File: config.mk
export PLATFORM = sky130hd
export DESIGN_NAME = tff_toggle_sequencer
export DESIGN_NICKNAME = d
export VERILOG_FILES = /design/src/rtl/tff_toggle_sequencer.sv
export SDC_FILE = /design/constraint.sdc
export NUM_CORES = 1
export LEC_CHECK = 0
export CAP_MARGIN = 40
export CORE_MARGIN = 1.5
export CORE_UTILIZATION = 52
export CTS_CLUSTER_DIAMETER = 150
export DETAILED_ROUTE_END_ITERATION = 10
export PLACE_DENSITY = 0.79
export SYNTH_ARGS = -nofsm -noshare
export SYNTH_HDL_FRONTEND = slang
export SYNTH_SLANG_ARGS = --single-unit
File: constraint.sdc
create_clock -name clk -period 2.7 [get_ports clk]
set_clock_uncertainty 0.2 [all_clocks]
set_input_delay 0.54 -clock clk [delete_from_list [all_inputs] [get_ports clk]]
set_output_delay 0.54 -clock clk [all_outputs]
set_load 0.02 [all_outputs]
File: src/rtl/tff_toggle_sequencer.sv
// tff_toggle_sequencer: issues a programmed number of single-cycle T pulses
// to an external T flip-flop, spaced by a programmable gap, and tracks the
// expected Q against the flop's fed-back Q (sticky mismatch flag).
//
// state   | meaning
// --------+------------------------------------------------------------
// S_IDLE  | waiting for start; start with count 0 goes straight to DONE
// S_PULSE | t_out high for this cycle; toggle counted at the edge
// S_GAP   | t_out low, counting down the inter-pulse gap
// S_CHECK | one settle cycle after the last pulse
// S_DONE  | done high for one cycle, start ignored
module tff_toggle_sequencer #(
  parameter int CNT_W = 8,
  parameter int GAP_W = 4
) (
  input  logic             clk,
  input  logic             reset,
  input  logic             start,
  input  logic [CNT_W-1:0] cfg_count,
  input  logic [GAP_W-1:0] cfg_gap,
  input  logic             abort,
  input  logic             q_in,
  output logic             t_out,
  output logic             busy,
  output logic             done,
  output logic [CNT_W-1:0] toggles_done,
  output logic             mismatch
);

  typedef enum logic [2:0] {
    S_IDLE  = 3'd0,
    S_PULSE = 3'd1,
    S_GAP   = 3'd2,
    S_CHECK = 3'd3,
    S_DONE  = 3'd4
  } state_t;

  state_t           state_q, state_d;
  logic [CNT_W-1:0] remaining_q, remaining_d;
  logic [GAP_W-1:0] gap_cfg_q, gap_cfg_d;
  logic [GAP_W-1:0] gap_cnt_q, gap_cnt_d;
  logic             q_exp_q, q_exp_d;
  logic [CNT_W-1:0] toggles_q, toggles_d;
  logic             mismatch_q, mismatch_d;
  logic             busy_st;

  assign busy_st = (state_q == S_PULSE) || (state_q == S_GAP) || (state_q == S_CHECK);

  // Next-state and datapath decode; abort overrides only the state transition,
  // so a pulse issued in the abort cycle is still counted and tracked.
  always_comb begin
    state_d     = state_q;
    remaining_d = remaining_q;
    gap_cfg_d   = gap_cfg_q;
    gap_cnt_d   = gap_cnt_q;
    q_exp_d     = q_exp_q;
    toggles_d   = toggles_q;
    mismatch_d  = mismatch_q;

    if (busy_st && (q_in != q_exp_q)) begin
      mismatch_d = 1'b1;
    end

    case (state_q)
      S_IDLE: begin
        if (start) begin
          toggles_d  = '0;
          mismatch_d = 1'b0;
          if (cfg_count != '0) begin
            remaining_d = cfg_count;
            gap_cfg_d   = cfg_gap;
            q_exp_d     = q_in;
            state_d     = S_PULSE;
          end else begin
            state_d = S_DONE;
          end
        end
      end
      S_PULSE: begin
        remaining_d = remaining_q - CNT_W'(1);
        toggles_d   = toggles_q + CNT_W'(1);
        q_exp_d     = ~q_exp_q;
        if (remaining_q == CNT_W'(1)) begin
          state_d = S_CHECK;
        end else if (gap_cfg_q != '0) begin
          gap_cnt_d = gap_cfg_q;
          state_d   = S_GAP;
        end
      end
      S_GAP: begin
        gap_cnt_d = gap_cnt_q - GAP_W'(1);
        if (gap_cnt_q == GAP_W'(1)) begin
          state_d = S_PULSE;
        end
      end
      S_CHECK: state_d = S_DONE;
      S_DONE:  state_d = S_IDLE;
      default: state_d = S_IDLE;
    endcase

    if (abort && busy_st) begin
      state_d = S_IDLE;
    end
  end

  // State and counter registers with asynchronous active-low clear.
  always_ff @(posedge clk or negedge reset) begin
    if (!reset) begin
      state_q     <= S_IDLE;
      remaining_q <= '0;
      gap_cfg_q   <= '0;
      gap_cnt_q   <= '0;
      q_exp_q     <= 1'b0;
      toggles_q   <= '0;
      mismatch_q  <= 1'b0;
    end else begin
      state_q     <= state_d;
      remaining_q <= remaining_d;
      gap_cfg_q   <= gap_cfg_d;
      gap_cnt_q   <= gap_cnt_d;
      q_exp_q     <= q_exp_d;
      toggles_q   <= toggles_d;
      mismatch_q  <= mismatch_d;
    end
  end

  assign t_out        = (state_q == S_PULSE);
  assign busy         = busy_st;
  assign done         = (state_q == S_DONE);
  assign toggles_done = toggles_q;
  assign mismatch     = mismatch_q;

endmodule

==> results.sh <==
export IMPL_status="finished, final reports clean"
export IMPL_worst_slack_ns=0.1045
export IMPL_floorplan_io_pins=29
export IMPL_dr_pass1_iters=4
export IMPL_areaGrowthSynthToFinish_pct=26.89
export IMPL_crit_path_start_kind="flip-flop"
export IMPL_setup_violations=0
export IMPL_chipWidth_um=59.91
export IMPL_initial_core_util=0.5516
export IMPL_synth_top_flop_cell="dfrtp_1"
export IMPL_coreArea_mm2=0.003053
export IMPL_io_buffers=28
export IMPL_grt_pass1_wl_mm=6.486
export IMPL_tightest_slew_ns=0.6981
export IMPL_syn_num_nets=205
export IMPL_antenna_left=0
export IMPL_min_from="toggles_done[7]"
export IMPL_cpPeakStageDelay_ns=0.60
export IMPL_r2r_start="state_q[2]"
export IMPL_post_cts_resized=0
export IMPL_antenna_found_initial=0
export IMPL_synth_top_cells_by_area="dfrtp_1 (43%), nand2_1 (5.8%), nor2_1 (4.0%)"
export IMPL_synth_edf_count=0
export IMPL_placed_area_mm2=0.002046
export IMPL_yosysUniqueCellTypes=42
export IMPL_drt_initial_drc_count=116
export IMPL_top_layer_used="met4"
export IMPL_cp_required_ns=1.96
export IMPL_grt_max_degree=30
export IMPL_reg2reg_slack_ns=0.53
export IMPL_finalCritPeriodShare=0.9613
export IMPL_via_count=1533
export IMPL_cts_tree="built"
export IMPL_finalCriticalPeriod_ns=2.596
export IMPL_slowest_stage="clkdlybuf4s50_1"
export IMPL_ys_seq_area_frac=0.4309
export IMPL_clock_latency_ns=0.34
export IMPL_wl_met1_mm=1.853
export IMPL_nFillCells=254
export IMPL_synthesis_area_mm2=0.001684
export IMPL_ctsRootBufferMaster="clkbuf_4"
export IMPL_path_buf_inv=2
export IMPL_cts_setup_buffers=0
export IMPL_drv_slew=0
export IMPL_cp_top_family="buffers and inverters"
export IMPL_grt_pass1_vias=1425
export IMPL_dp_cells=256
export IMPL_p_leak_uw=0.0009249
export IMPL_async_flop_share=1.000
export IMPL_power_uw=2331
export IMPL_maxCapViolCount=0
export IMPL_crit_path_max_fanout=9
export IMPL_place_hpwl_mm=2.941
export IMPL_arrival_ns=1.86
export IMPL_whs_path_depth=1
export IMPL_worstHoldEndpoint="toggles_done[7]"
export IMPL_rr_worst_depth=5
export IMPL_critPathCaptureType="output pin"
export IMPL_grt_overflow_total=0
export IMPL_ctsLongestPathBuffers=2
export IMPL_avgSynthCellArea_um2=9.203
export IMPL_place_gp_congestion=0.7861
export IMPL_hold_buffers=0
export IMPL_dpl_worst_slack_ns=0.1257
export IMPL_critical_path_class="reg2out"
export IMPL_track_usage=0.2463
export IMPL_cp_cell_sequence="buf_4 -> nor2_2 -> and2_1 -> clkdlybuf4s50_1"
export IMPL_remaining_drc_errors=0
export IMPL_yosysTopAreaCellShare=0.4309
export IMPL_wl_per_cell_um=15.23
export IMPL_wl_met3_um=196
export IMPL_register_area_um2=725.7
export IMPL_wl_mm=4.022
export IMPL_die_y_um=59.91
export IMPL_grt_setup_unrepaired="no"
export IMPL_synth_top_area_cell="dfrtp_1"
export IMPL_nets=241
export IMPL_drive_gt1_frac=0.1318
export IMPL_wl_met2_mm=1.886
export IMPL_cts_sinks=29
export IMPL_ir_worst_vdd_mv=0.4730
export IMPL_die_area_mm2=0.003589
export IMPL_htreeDepth=2
export IMPL_hold_class="reg2reg"
export IMPL_numCtsBuffers=5
export IMPL_viasPerCell=5.807
export IMPL_netlist_instances=183
export IMPL_design_area_mm2=0.002137
export IMPL_tns_ns=0
export IMPL_yosys_warnings=0
export IMPL_ys_ff_latch=29
export IMPL_p_per_area_mw_per_mm2=1091
export IMPL_instances_no_fill=264
export IMPL_finalHoldViolations=0
export IMPL_rr_endpoint="gap_cnt_q[1]"
export IMPL_antennaDiodeCount=0
export IMPL_max_freq_mhz=385.3
export IMPL_fp_row_count=20
export IMPL_multiInputGateArea_um2=889.6
export IMPL_clkTransAtPathRegs_ns=0.10
export IMPL_slew_headroom=0.5303
-- registers in the layout (all words and copies together) (netlist names) --
register	count
gap_cnt_q	4
remaining_q	8
state_q	3
gap_cfg_q	4
mismatch	1
q_exp_q	1
toggles_done	8
-- cell usage after synthesis, types with 3 or more instances --
master	count
dfrtp_1	29
nand2_1	26
nor2_1	18
nand3_1	10
a21oi_1	8
inv_1	8
o21ai_0	8
nor3_1	7
mux2i_1	6
nor4_1	6
ha_1	5
a31oi_1	4
nand4_1	4
a211oi_1	3
buf_2	3
clkbuf_1	3
o211ai_1	3
or4_1	3
-- cell families after synthesis --
logic type	synth area share
AND/OR/NAND/NOR	0.2637
XOR/XNOR	0.005202
adder cells (fa/ha/maj)	0.03715
flip-flops	0.4309
AO/OA/AOI/OAI	0.1783
multiplexers	0.04235
buffers and inverters	0.04234
-- routing by layer --
| metal | track usage | vias up |
|---|---|---|
| met4 | 0.09524 | 0 |
| met2 | 0.3866 | 54 |
| li1 | - | 742 |
| met1 | 0.3255 | 728 |
| met5 | 0 | - |
| met3 | 0.06277 | 9 |
-- worst max path at each step --
stage	startpoint	to	cells past startpoint
finish	state_q[1]	done	4
global route	state_q[1]	done	4
CTS	state_q[1]	done	4
detailed placement	cfg_count[2]	remaining_q[6]	6
global placement	start	remaining_q[3]	5
floorplan	cfg_count[2]	remaining_q[7]	5
-- where the power goes --
group	switching (uW)	internal, uW
Clock	165	220
Sequential	193	612
Combinational	642	499
-- stage by stage --
stage / hold slack, ns / utilization
final: 0.2816 / 0.7000
after detailed placement: 0.2789 / 0.6701
after global placement: 0.2582 / 0.6701
after global routing: 0.3113 / 0.7000
after CTS: 0.2893 / 0.6992
after floorplan: 0.04441 / -
-- placed cells by master (no fill, tap or decap), types with 6 or more instances in the layout --
cell type        synthesis  layout
dfrtp_1                 29      29
clkdlybuf4s50_1          0      28
nand2_1                 26      26
nor2_1                  18      17
nand3_1                 10      10
buf_4                    2       9
inv_1                    8       8
a21oi_1                  8       8
o21ai_0                  8       8
nor3_1                   7       7
nor4_1                   6       6
mux2i_1                  6       6
-- area by class of cell --
type	instances	share of cell area
Clock inverter	2	0.01756
Multi-Input combinational cell	138	0.4163
Clock buffer	6	0.02400
Tap cell	44	0.02576
Timing Repair Buffer	37	0.1628
Sequential cell	29	0.3396
Inverter	8	0.01405
No activity file was read; power rests on OpenSTA's default activity.
